==> src/rtl/uart_ram_dump.sv <==
// Reads a block of program RAM and streams it out as 8N1 UART frames, LSB first.
// The CPU is held off through ask_for_ram for the whole dump and released without a reboot.
module uart_ram_dump #(
    parameter int CLKS_PER_BIT = 104,
    parameter int GRANT_CYCLES = 4
) (
    input  logic        clk_ram,
    input  logic        reset,
    input  logic        start,
    input  logic [15:0] base_addr,
    input  logic [15:0] length,
    output logic [15:0] raddr,
    input  logic [7:0]  rdata,
    output logic        ask_for_ram,
    output logic        serial_txd,
    output logic        busy,
    output logic        done
);

    localparam int BW = (CLKS_PER_BIT > 1) ? $clog2(CLKS_PER_BIT) : 1;
    localparam int WW = $clog2(GRANT_CYCLES + 1);
    localparam logic [BW-1:0] BAUD_LOAD = BW'(CLKS_PER_BIT - 1);
    localparam logic [WW-1:0] WAIT_LOAD = WW'(GRANT_CYCLES);

    typedef enum logic [2:0] {
        IDLE, GRANT, FETCH, LATCH, START, DATA, STOP, FIN
    } state_t;

    state_t      state_q, state_d;
    logic [15:0] addr_q, addr_d;
    logic [15:0] remain_q, remain_d;
    logic [15:0] raddr_q, raddr_d;
    logic [7:0]  shift_q, shift_d;
    logic [2:0]  bit_q, bit_d;
    logic [BW-1:0] baud_q, baud_d;
    logic [WW-1:0] wait_q, wait_d;
    logic        txd_q, txd_d;
    logic        ask_q, ask_d;
    logic        busy_q, busy_d;
    logic        done_q, done_d;

    assign raddr       = raddr_q;
    assign serial_txd  = txd_q;
    assign ask_for_ram = ask_q;
    assign busy        = busy_q;
    assign done        = done_q;

    // raddr is loaded on the way into FETCH so rdata is ready to capture in LATCH
    always_comb begin
        state_d  = state_q;
        addr_d   = addr_q;
        remain_d = remain_q;
        raddr_d  = raddr_q;
        shift_d  = shift_q;
        bit_d    = bit_q;
        baud_d   = baud_q;
        wait_d   = wait_q;
        txd_d    = txd_q;
        ask_d    = ask_q;
        busy_d   = busy_q;
        done_d   = 1'b0;
        case (state_q)
            IDLE: begin
                if (start) begin
                    addr_d   = base_addr;
                    remain_d = length;
                    if (length == 16'd0) begin
                        state_d = FIN;
                        done_d  = 1'b1;
                    end else begin
                        busy_d  = 1'b1;
                        ask_d   = 1'b1;
                        wait_d  = WAIT_LOAD;
                        state_d = GRANT;
                    end
                end
            end
            GRANT: begin
                if (wait_q == WW'(1)) begin
                    raddr_d = addr_q;
                    state_d = FETCH;
                end else begin
                    wait_d = wait_q - WW'(1);
                end
            end
            FETCH: state_d = LATCH;
            LATCH: begin
                shift_d = rdata;
                txd_d   = 1'b0;
                baud_d  = BAUD_LOAD;
                state_d = START;
            end
            START: begin
                if (baud_q == '0) begin
                    txd_d   = shift_q[0];
                    shift_d = {1'b0, shift_q[7:1]};
                    bit_d   = 3'd0;
                    baud_d  = BAUD_LOAD;
                    state_d = DATA;
                end else begin
                    baud_d = baud_q - BW'(1);
                end
            end
            DATA: begin
                if (baud_q == '0) begin
                    baud_d = BAUD_LOAD;
                    if (bit_q == 3'd7) begin
                        txd_d   = 1'b1;
                        state_d = STOP;
                    end else begin
                        txd_d   = shift_q[0];
                        shift_d = {1'b0, shift_q[7:1]};
                        bit_d   = bit_q + 3'd1;
                    end
                end else begin
                    baud_d = baud_q - BW'(1);
                end
            end
            STOP: begin
                if (baud_q == '0) begin
                    remain_d = remain_q - 16'd1;
                    addr_d   = addr_q + 16'd1;
                    if (remain_q == 16'd1) begin
                        done_d  = 1'b1;
                        busy_d  = 1'b0;
                        ask_d   = 1'b0;
                        state_d = FIN;
                    end else begin
                        raddr_d = addr_q + 16'd1;
                        state_d = FETCH;
                    end
                end else begin
                    baud_d = baud_q - BW'(1);
                end
            end
            FIN:     state_d = IDLE;
            default: state_d = IDLE;
        endcase
    end

    always_ff @(posedge clk_ram) begin
        if (reset) begin
            state_q  <= IDLE;
            addr_q   <= 16'h0000;
            remain_q <= 16'h0000;
            raddr_q  <= 16'h0000;
            shift_q  <= 8'h00;
            bit_q    <= 3'd0;
            baud_q   <= '0;
            wait_q   <= '0;
            txd_q    <= 1'b1;
            ask_q    <= 1'b0;
            busy_q   <= 1'b0;
            done_q   <= 1'b0;
        end else begin
            state_q  <= state_d;
            addr_q   <= addr_d;
            remain_q <= remain_d;
            raddr_q  <= raddr_d;
            shift_q  <= shift_d;
            bit_q    <= bit_d;
            baud_q   <= baud_d;
            wait_q   <= wait_d;
            txd_q    <= txd_d;
            ask_q    <= ask_d;
            busy_q   <= busy_d;
            done_q   <= done_d;
        end
    end

endmodule

==> config.mk <==
export PLATFORM = sky130hd
export DESIGN_NAME = uart_ram_dump
export DESIGN_NICKNAME = d
export VERILOG_FILES = /design/src/rtl/uart_ram_dump.sv
export SDC_FILE = /design/constraint.sdc
export NUM_CORES = 1
export LEC_CHECK = 0
export BUFFER_PORTS_ARGS = -buffer_cell sky130_fd_sc_hd__buf_2
export CAP_MARGIN = 25
export CORE_MARGIN = 2
export CORE_UTILIZATION = 58
export DETAILED_ROUTE_END_ITERATION = 12
export PLACE_DENSITY_LB_ADDON = 0.05
export SETUP_SLACK_MARGIN = 0.5
export SLEW_MARGIN = 20
export SYNTH_ARGS = -nofsm -noshare
export SYNTH_HDL_FRONTEND = slang
export SYNTH_SLANG_ARGS = --single-unit
==> constraint.sdc <==
create_clock -name clk_ram -period 2.8 [get_ports clk_ram]
set_input_delay 0.14 -clock clk_ram [delete_from_list [all_inputs] [get_ports clk_ram]]
set_output_delay 0.14 -clock clk_ram [all_outputs]
set_load 0.01 [all_outputs]
* Yosys cells after proc, flatten, opt, wreduce, memory -nomap -nowiden *
Index checks and enable logic that the tools add are counted.

storage, ports and cells
  register bits = 75
  input bits = 43
  logic and storage cells = 105

operators by class
  add/sub/neg operators = 5
  eq/ne operators = 22
  multiplexer cells = 48
  reduce and logical (&&, ||, !) cells = 19

operators by type and width
  kind                                                                     number
  16-bit 2-to-1 mux                                                        7
  16-bit one-hot mux with 2 select lines                                   3
  3-bit 2-to-1 mux                                                         14
  8-bit 2-to-1 mux                                                         3
  2-bit inequality test (second input constant)                            12
  3-bit one-hot mux with 8 select lines                                    1
  8-bit one-hot mux with 3 select lines                                    1
  7-bit one-hot mux with 3 select lines                                    1
  16-bit by 1-bit adder with 16-bit output (second input constant)         1
  16-bit by 1-bit equality test with 1-bit output (second input constant)  1
  16-bit logical NOT                                                       1
  4-bit AND reduction                                                      4
  16-bit by 1-bit subtractor with 16-bit output (second input constant)    1
  3-bit equality test (second input constant)                              5
  7-bit 2-to-1 mux                                                         2
  3-bit one-hot mux with 2 select lines                                    2
  1-bit 2-to-1 mux                                                         11
  2-bit nonzero test                                                       4
  7-bit logical NOT                                                        1
  7-bit by 1-bit subtractor with 7-bit output (second input constant)      1
  3-bit by 1-bit equality test with 1-bit output (second input constant)   2
  3-bit by 2-bit equality test with 1-bit output (second input constant)   2
  3-bit AND reduction                                                      2
  6-bit AND reduction                                                      1
  other kinds (9)                                                          11

* Depth between registers and ports, before layout *
Gate-level depths: netlist of run 1.

  word-level depth = 4
  depth in mapped cells = 10
  gate-level depth less buffers = 7

* Worst setup path after synthesis of run 1 *
OpenSTA, ideal clock, no wires.

  path type = register to register
  start = register baud_q[0]
  end = register remain_q[10]
  setup time = 133 ps
  arrival time = 1885 ps
  required time = 2667 ps
  path slack = 782 ps
  cell stages (with the launch flop) = 9
  path buffers = 1
  clock period less this slack = 2018 ps
  path through = dfxtp_1 inv_1 ha_1 or4b_1 buf_6 a211oi_1 nand2_1 o311ai_1 a31oi_1

between the ends
  cells in the longest elaborated chain, start to end = 3

RTL lines
  item                             line  source
  from (decl)                      35    logic [BW-1:0] baud_q, baud_d;
  from (signal assigned)           162   baud_q <= baud_d;
  7-bit logical NOT                120   if (baud_q == '0) begin
  2-bit inequality test (no line)  --
  3-bit AND reduction (no line)    --
  to (signal assigned)             158   remain_q <= remain_d;
  to (decl)                        31    logic [15:0] remain_q, remain_d;

Every way passes these cells.
A chain may end at the register's enable or synchronous reset.

* Worst setup path after layout of run 1 *
  start = register remain_q[11]
  end = register raddr_q[5] (netlist: raddr[5])

between the ends
  cells in the longest elaborated chain, start to end = 3

RTL lines
  item                                             line  source
  16-bit by 1-bit equality test with 1-bit output  123   if (remain_q == 16'd1) begin
  2-bit inequality test (no line)                  --
  4-bit AND reduction (no line)                    --
  to (signal assigned)                             159   raddr_q <= raddr_d;
  to (decl)                                        32    logic [15:0] raddr_q, raddr_d;

Every way passes these cells.

==> results of run 1 <==
[power by group through the flow]
stage	clock (mW)	combinational (mW)	sequential, mW
final	0.961	2.22	1.60
after global routing	1.01	2.45	1.65
after CTS	0.972	2.13	1.59
after detailed placement	0	2.11	1.61
after global placement	0	2.07	1.61
after floorplan	0	1.60	1.54
[cells by family (layout without fill, tap and decap cells)]
| group | count (synthesis) | after routing |
|---|---|---|
| simple gates | 227 | 227 |
| compound gates | 158 | 158 |
| flops | 75 | 75 |
| buf+inv | 53 | 109 |
| xor+xnor | 18 | 18 |
| fa+ha+maj | 13 | 13 |
| mux | 2 | 2 |
[synth_stat cells (3+ instances only)]
cell and number:
xor2_1 8, and2_1 5, a31o_2 4, nand4_1 8
dfxtp_1 75, and3_1 7, o211ai_1 6, nand2b_1 4
buf_2 4, o21a_1 3, nor3_1 20, nor4b_1 3
nand3b_1 3, a221oi_1 12, nand2_1 62, nand3_1 17
a31oi_1 12, o21ai_0 28, xnor2_1 10, a21oi_1 28
nor2b_1 5, o311ai_0 4, or3_1 10, o31ai_1 7
ha_1 13, a311oi_1 6, inv_1 12, nor4_1 13
nor2_1 51, a211oi_1 15, a22oi_1 9, clkbuf_1 30
[path summary, 6_finish.rpt]
path,from,to,slack (ns)
setup / recovery,remain_q[11],raddr[5],0.63
hold / removal,rdata[7],shift_q[7],0.04
setup reg to reg,remain_q[11],raddr[5],0.63
hold reg to reg,wait_q[1],wait_q[1],0.46
[sequential cells by signal (all words and copies together), names as in the netlist, 3 cells and up]
name	cells
addr_q	16
raddr	16
remain_q	16
shift_q	8
baud_q	7
bit_q	3
state_q	3
wait_q	3
[final cells by class]
cell class | count | area share
Multi-Input combinational cell | 418 | 0.534
Sequential cell | 75 | 0.297
Timing Repair Buffer | 81 | 0.0904
Clock buffer | 12 | 0.0307
Tap cell | 99 | 0.0245
Clock inverter | 4 | 0.0144
Inverter | 12 | 0.00892
[per-stage QoR]
| stage | instances | worst slack (ns) | area, um^2 |
|---|---|---|---|
| 5_1_grt | 701 | 0.469 | 5050 |
| 2_1_floorplan | 546 | 0.782 | 4380 |
| 6_report | 701 | 0.627 | 5050 |
| 3_3_place_gp | 685 | 0.584 | 4770 |
| 4_1_cts | 701 | 0.498 | 5000 |
| 3_5_place_dp | 685 | 0.501 | 4770 |
[timing repair]
| action | CTS | global route |
|---|---|---|
| setup endpoints to repair | 1 | 40 |
| pin swaps | 0 | 0 |
| resized for setup | 1 | 10 |
[worst register-to-register path, stage by stage, from the launching register on]
cell and delay (ns):
dfxtp_1 0.36, nor3_1 0.53, nand4b_4 0.24, o31ai_4 0.40, o21ai_4 0.21, a221oi_1 0.33
[layer usage]
| metal | track usage | routed length (um) | up-vias |
|---|---|---|---|
| met3 | 0.0701 | 878 | 26 |
| met4 | 0.0922 | 262 | 0 |
| li1 | - | - | 2142 |
| met1 | 0.392 | 5040 | 2088 |
| met5 | 0 | 0 | - |
| met2 | 0.500 | 5830 | 191 |
==> flow_summary.json, run 1 <==
{
  "drv_slew": 0,
  "synth-simple-area-share": 0.269,
  "synth-main-ff-cell": "dfxtp_1",
  "synthToLayoutAreaGrowth_pct": 15.3,
  "ys_warn_count": 0,
  "totalWireLength_mm": 12.0,
  "leakagePower_nw": 1.92,
  "postLayoutCoreUtil": 0.693,
  "switching_share": 0.427,
  "grt_util_all_layers": 0.302,
  "fin_setup_tns_ns": 0,
  "crit_arrival_ns": 2.42,
  "grt_pass1_wl_mm": 20.5,
  "async_reset_ff_frac": 0,
  "start_kind": "flip-flop",
  "finalHoldViolCount": 0,
  "avgViaCountPerCell": 6.34,
  "max-cap-violations": 0,
  "portBuffers": 62,
  "critPathBufInv": 0,
  "yosys.area_share.adder": 0.0371,
  "synth_top_family_by_area": "simple AND/OR/NAND/NOR gates",
  "total_power_mw": 4.79,
  "coreArea_mm2": 0.00729,
  "synthTopCellsByArea": "dfxtp_1, nand2_1, nor2_1",
  "critPathCaptureType": "flip-flop",
  "ys_seq_area_frac": 0.343,
  "ys_ff_latch": 75,
  "synthMuxAreaShare": 0.00457,
  "dp_hpwl_mm": 8.61,
  "switchingPower_mw": 2.04,
  "gp_congestion": 0.953,
  "synth_fp_nets": 602,
  "tritoncts": "yes",
  "cts_buffer_depth": 2,
  "clock_latency_ns": 0.35,
  "fin_crit_ns": 2.17,
  "reg2reg_depth": 5,
  "multiInputGateArea_mm2": 0.00270,
  "rsz0062_at_grt": "true",
  "outcome": "complete, no violations",
  "max_stage_delay_ns": 0.53,
  "die-width_um": 90.9,
  "register_area_mm2": 0.00150,
  "synth_area_leader_cell": "dfxtp_1",
  "wl_per_cell_um": 17.1,
  "antenna_found_initial": 0,
  "final_common_cell": "dfxtp_1",
  "diodes": 0,
  "start_util": 0.601,
  "synth.distinct_cells": 70,
  "combPwrFrac": 0.464,
  "power_frac_clock": 0.201,
  "synth_xor_area_frac": 0.0360,
  "final_layout_size_suffix_gt1_frac": 0.201,
  "cp_slowest_cell": "nor3_1",
  "syn_inst": 546,
  "worstMarginPinSlew_ns": 0.791,
  "numCtsBuffers": 9,
  "n_fill_cell": 664,
  "drc": 0,
  "fmax_mhz": 460,
  "grt_max_degree": 32,
  "vias": 4447,
  "synth-compound-area-share": 0.256,
  "vdd_drop_max_v": 0.000755,
  "cpLargestDelayFamily": "compound AO/OA/AOI/OAI gates",
  "critical_path_depth": 5,
  "grt_pass1_vias": 4323,
  "hold_class": "primary input to flip-flop",
  "layout.nets": 653,
  "seq_power_share": 0.335,
  "drt_iter0_drc": 303,
  "crit_type": "flip-flop to flip-flop",
  "slew_headroom": 0.471,
  "final_cell_mix": "dfxtp_1, nand2_1, buf_2, nor2_1, a21oi_1",
  "hold_ws_ns": 0.0399,
  "clkSlewWorstSetupHoldPaths_ns": 0.08,
  "cts_root_buffer": "clkbuf_8",
  "fin_crit_sh": 0.776,
  "cp_max_fo": 16,
  "powerDensity_mw_per_mm2": 947,
  "crit_chain": "nor3_1, nand4b_4, o31ai_4, o21ai_4, a221oi_1",
  "dieHeight_um": 90.9,
  "synth_edf_count": 0,
  "htreeDepth": 3,
  "antenna_left": 0,
  "synth_top_area_frac": 0.343,
  "finClkSkew_ns": 0.0105,
  "clock-sinks": 75,
  "holdPathStages": 3,
  "holdBufCountCts": 0,
  "setup_viol": 0,
  "syn_area_per_cell_um2": 8.03,
  "firstDrtPassIters": 6,
  "dieArea_mm2": 0.00827,
  "grt_remaining_overflow": 0,
  "syn_area_mm2": 0.00438,
  "ios": 63,
  "crit_required_ns": 3.04,
  "p_int_mw": 2.74,
  "post_cts_buffers": 0,
  "rows": 31
}
(Power assumes the default switching activity.)
==> run 2: changes to the inputs <==
- CORE_UTILIZATION: 58 -> 52
- clock period: 2.8 -> 1.9 ns (I/O delays scaled with it)
==> flow_summary.json, run 2 (synthesis gave the netlist of run 1 again) <==
{
  "vdd_drop_max_v": 0.00133,
  "start_kind": "flip-flop",
  "crit_required_ns": 2.15,
  "grt_max_degree": 23,
  "worstMarginPinSlew_ns": 0.493,
  "crit_type": "flip-flop to flip-flop",
  "portBuffers": 62,
  "switchingPower_mw": 4.20,
  "dieArea_mm2": 0.00918,
  "clkSlewWorstSetupHoldPaths_ns": 0.09,
  "firstDrtPassIters": 7,
  "fmax_mhz": 496,
  "seq_power_share": 0.239,
  "fin_crit_ns": 2.02,
  "dp_hpwl_mm": 9.83,
  "numCtsBuffers": 9,
  "totalWireLength_mm": 15.6,
  "rsz0062_at_grt": "true",
  "max-cap-violations": 0,
  "combPwrFrac": 0.634,
  "fin_crit_sh": 1.06,
  "dieHeight_um": 95.8,
  "die-width_um": 95.8,
  "wl_per_cell_um": 19.1,
  "n_fill_cell": 496,
  "finClkSkew_ns": 0.0153,
  "htreeDepth": 3,
  "synthToLayoutAreaGrowth_pct": 55.3,
  "crit_chain": "inv_2, ha_4, or4b_4, o31ai_4, buf_6, buf_12, o21ai_2, a22oi_1, nor2_1",
  "r2r_slack_ns": -0.12,
  "powerDensity_mw_per_mm2": 1430,
  "cts_buffer_depth": 2,
  "rows": 33,
  "crit_arrival_ns": 2.26,
  "coreArea_mm2": 0.00818,
  "switching_share": 0.431,
  "final_cell_mix": "buf_4, dfxtp_1, buf_2, nand2_1, nor2_1",
  "cp_max_fo": 6,
  "fin_setup_tns_ns": -0.753,
  "p_int_mw": 5.55,
  "tritoncts": "yes",
  "drc": 0,
  "power_frac_clock": 0.127,
  "layout.nets": 764,
  "clock-sinks": 75,
  "critPathCaptureType": "flip-flop",
  "grt_util_all_layers": 0.328,
  "violations": "negative setup slack",
  "setup_ws_ns": -0.116,
  "gp_congestion": 0.960,
  "antenna_left": 0,
  "antenna_found_initial": 0,
  "slew_headroom": 0.668,
  "final_common_cell": "buf_4",
  "finalHoldViolCount": 0,
  "avgViaCountPerCell": 6.28,
  "grt_pass1_wl_mm": 23.2,
  "vias": 5129,
  "hold_class": "primary input to flip-flop",
  "drt_iter0_drc": 287,
  "drv_slew": 0,
  "postLayoutCoreUtil": 0.832,
  "outcome": "complete, but fails checks",
  "leakagePower_nw": 2.67,
  "cp_slowest_cell": "or4b_4",
  "grt_pass1_vias": 4792,
  "setup_viol": 26,
  "max_stage_delay_ns": 0.54,
  "start_util": 0.536,
  "diodes": 0,
  "clock_latency_ns": 0.36,
  "grt_remaining_overflow": 0,
  "cts_root_buffer": "clkbuf_8",
  "ios": 63,
  "final_layout_size_suffix_gt1_frac": 0.480
}
[run 2: changes by cell type in the layout (fill, tap and decap cells not counted), sizes merged]
cell and delta:
buf +102, dlygate4sd3 +6, bufinv -1, o21a +1, clkbuf -1, clkinv +3
[run 2: path summary, 6_finish.rpt]
path         startpoint          end  depth (start not counted)
max           baud_q[1]   addr_q[11]                          9
min           length[7]  remain_q[7]                          3
max reg2reg   baud_q[1]   addr_q[11]                          9
min reg2reg   wait_q[1]    wait_q[1]                          2
[run 2: stage by stage]
stage | setup WS, ns | std cells | power, mW | cell area, um^2 | hold WS [ns]
floorplan | 0.0135 | 546 | 5.04 | 4690 | 0.239
global placement | -0.0154 | 749 | 6.37 | 5470 | 0.359
detailed placement | -0.0518 | 749 | 6.44 | 5470 | 0.358
CTS | -0.0280 | 802 | 9.02 | 6460 | 0.00172
global route | -0.168 | 817 | 10.2 | 6800 | 0.00853
finish | -0.116 | 817 | 9.75 | 6800 | 0.00419
[run 2: power by group through the flow]
stage | clock network, mW | registers, mW | logic (mW)
6_report | 1.24 | 2.33 | 6.19
5_1_grt | 1.29 | 2.37 | 6.56
4_1_cts | 1.24 | 2.31 | 5.47
3_5_place_dp | 0 | 2.29 | 4.15
3_3_place_gp | 0 | 2.28 | 4.09
2_1_floorplan | 0 | 2.30 | 2.74
[run 2: area by class of cell]
class,count,area (um^2),area share
Clock buffer,9,124,0.0182
Clock inverter,6,57.6,0.00846
Inverter,12,50.0,0.00736
Multi-Input combinational cell,419,3420,0.503
Sequential cell,75,1520,0.223
Tap cell,105,131,0.0193
Timing Repair Buffer,191,1500,0.220
[run 2: timing repair]
item,4_1_cts,5_1_grt
pin swaps,49,25
hold buffers,5,1
hold endpoints to repair,5,1
buffers inserted,31,13
resized for setup,102,49
endpoints found under the setup margin,75,75
cloned,2,1
[run 2: worst max-delay path, delay by kind of cell (launching register included)]
family | cells | cell delay, ns
compound gates | 3 | 0.50
simple gates | 2 | 0.59
buf+inv | 3 | 0.35
fa+ha+maj | 1 | 0.13
flops | 1 | 0.33
[run 2: per-layer routing]
metal	vias up	GRT usage	wire [um]
met5	-	0	0
met4	0	0.118	582
met3	53	0.0517	1030
met2	210	0.571	7730
met1	2493	0.409	6270
li1	2373	-	-
==> run 3: changes to the inputs <==
- CORE_UTILIZATION: 52 -> 58
- clock period: 1.9 -> 2.3 ns (I/O delays scaled with it)
==> flow_summary.json, run 3 (synthesis gave the netlist of run 1 again) <==
{
  "final_layout_size_suffix_gt1_frac": 0.416,
  "combPwrFrac": 0.579,
  "avgViaCountPerCell": 6.80,
  "grt_util_all_layers": 0.323,
  "grt_pass1_wl_mm": 21.7,
  "final_common_cell": "buf_2",
  "finClkSkew_ns": 0.00870,
  "r2r_start": "baud_q[1]",
  "reg2reg_depth": 7,
  "cp_slowest_cell": "or4b_4",
  "antenna_found_initial": 0,
  "seq_power_share": 0.267,
  "postLayoutCoreUtil": 0.845,
  "crit_arrival_ns": 2.31,
  "grt_pass1_vias": 4473,
  "dp_worst_setup_slack_ns": 0.156,
  "register_area_mm2": 0.00153,
  "drc": 0,
  "vdd_drop_max_v": 0.000962,
  "firstDrtPassIters": 8,
  "dp_hpwl_mm": 8.74,
  "hold_class": "primary input to flip-flop",
  "fin_crit_ns": 2.09,
  "diodes": 0,
  "dp_cells": 690,
  "crit_type": "flip-flop to flip-flop",
  "coreArea_mm2": 0.00729,
  "leakagePower_nw": 2.32,
  "start_kind": "flip-flop",
  "cp_max_fo": 7,
  "clock_latency_ns": 0.36,
  "ios": 63,
  "holdPathStages": 3,
  "min_to": "addr_q[8]",
  "holdBufCountCts": 0,
  "fin_cells": 751,
  "die-width_um": 90.9,
  "start_util": 0.601,
  "totalWireLength_mm": 15.8,
  "gp_congestion": 0.927,
  "cts_buffer_depth": 2,
  "portBuffers": 62,
  "crit_chain": "inv_2, ha_4, or4b_4, a211oi_2, nand2_1, o311ai_1, a31oi_1",
  "synthToLayoutAreaGrowth_pct": 40.6,
  "fin_crit_sh": 0.909,
  "drv_slew": 0,
  "tritoncts": "yes",
  "outcome": "complete, no violations",
  "p_int_mw": 4.23,
  "drt_iter0_drc": 510,
  "r2r_slack_ns": 0.21,
  "numCtsBuffers": 9,
  "final_cell_mix": "buf_2, nand2_1, dfxtp_1, buf_4, nor2_1",
  "worstMarginPinSlew_ns": 0.772,
  "dieArea_mm2": 0.00827,
  "power_frac_clock": 0.154,
  "clock-sinks": 75,
  "crit_required_ns": 2.51,
  "n_fill_cell": 424,
  "max-cap-violations": 0,
  "clkSlewWorstSetupHoldPaths_ns": 0.08,
  "critPathCaptureType": "flip-flop",
  "switching_share": 0.449,
  "slew_headroom": 0.482,
  "dieHeight_um": 90.9,
  "vias": 5109,
  "fin_setup_tns_ns": 0,
  "powerDensity_mw_per_mm2": 1240,
  "finalHoldViolCount": 0,
  "rows": 31,
  "wl_per_cell_um": 21.0,
  "multiInputGateArea_mm2": 0.00333,
  "fmax_mhz": 478,
  "antenna_left": 0,
  "grt_max_degree": 31,
  "max_stage_delay_ns": 0.57,
  "switchingPower_mw": 3.44,
  "setup_viol": 0,
  "r2r_end": "remain_q[10]",
  "rsz0062_at_grt": "true",
  "layout.nets": 703,
  "cts_root_buffer": "clkbuf_8",
  "htreeDepth": 3,
  "hold_start": "base_addr[8]",
  "grt_remaining_overflow": 0,
  "setup_ws_ns": 0.208
}
==> run 3: cell count changes in the layout (fill, tap and decap cells not counted), moves of 6 or more <==
cell	previous run	this run
buf_6	26	11
dlygate4sd3_1	6	0
buf_4	89	50
dfxtp_2	6	13
dfxtp_1	66	58
==> run 3: layout make-up <==
type,instances,share of cell area
Multi-Input combinational cell,422,0.540
Sequential cell,75,0.249
Timing Repair Buffer,127,0.146
Clock buffer,12,0.0252
Tap cell,99,0.0201
Clock inverter,4,0.0118
Inverter,12,0.00853
==> run 3: critical path, delay by kind of cell (launching register included) <==
| family | cells | cell delay, ns |
|---|---|---|
| AOI/OAI and AO/OA | 3 | 0.70 |
| adders and majority gates | 1 | 0.13 |
| buffers and inverters | 1 | 0.07 |
| DFF | 1 | 0.33 |
| and+or+nand+nor | 2 | 0.72 |
==> run 3: routing by layer <==
metal	up-vias	GRT usage	wire length (um)
li1	2254	-	-
met1	2371	0.402	5760
met2	385	0.544	7540
met3	99	0.0634	1600
met4	0	0.141	878
met5	-	0	0
==> run 3: worst max-delay path by stage <==
stage	from	endpoint	slack, ns
finish	baud_q[1]	remain_q[10]	0.21
global route	baud_q[1]	addr_q[11]	0.14
CTS	baud_q[1]	remain_q[10]	0.30
detailed placement	state_q[0]	raddr[1]	0.16
global placement	state_q[0]	raddr[13]	0.25
floorplan	baud_q[1]	addr_q[6]	0.41
==> run 3: power groups by stage <==
stage                     logic [mW]  registers (mW)  clock network (mW)
after floorplan                 2.15            1.90                   0
after global placement          2.79            1.96                   0
after detailed placement        2.85            1.98                   0
after CTS                       3.35            1.96                1.18
after global routing            4.67            2.08                1.23
final                           4.44            2.04                1.18
==> run 3: through the flow <==
stage          hold WS (ns)  instance area, um^2  total power [mW]
4_1_cts             0.00502                 5520              6.49
6_report             0.0159                 6160              7.67
5_1_grt              0.0250                 6160              7.98
3_3_place_gp          0.378                 4940              4.74
2_1_floorplan         0.259                 4560              4.05
3_5_place_dp          0.389                 4940              4.83
==> run 3: timing repair <==
item                                    CTS  global route
gates cloned                              2             4
pin swaps                                12            30
setup buffers                            21            18
gates resized for setup                  34           109
endpoints found under the setup margin   73            73
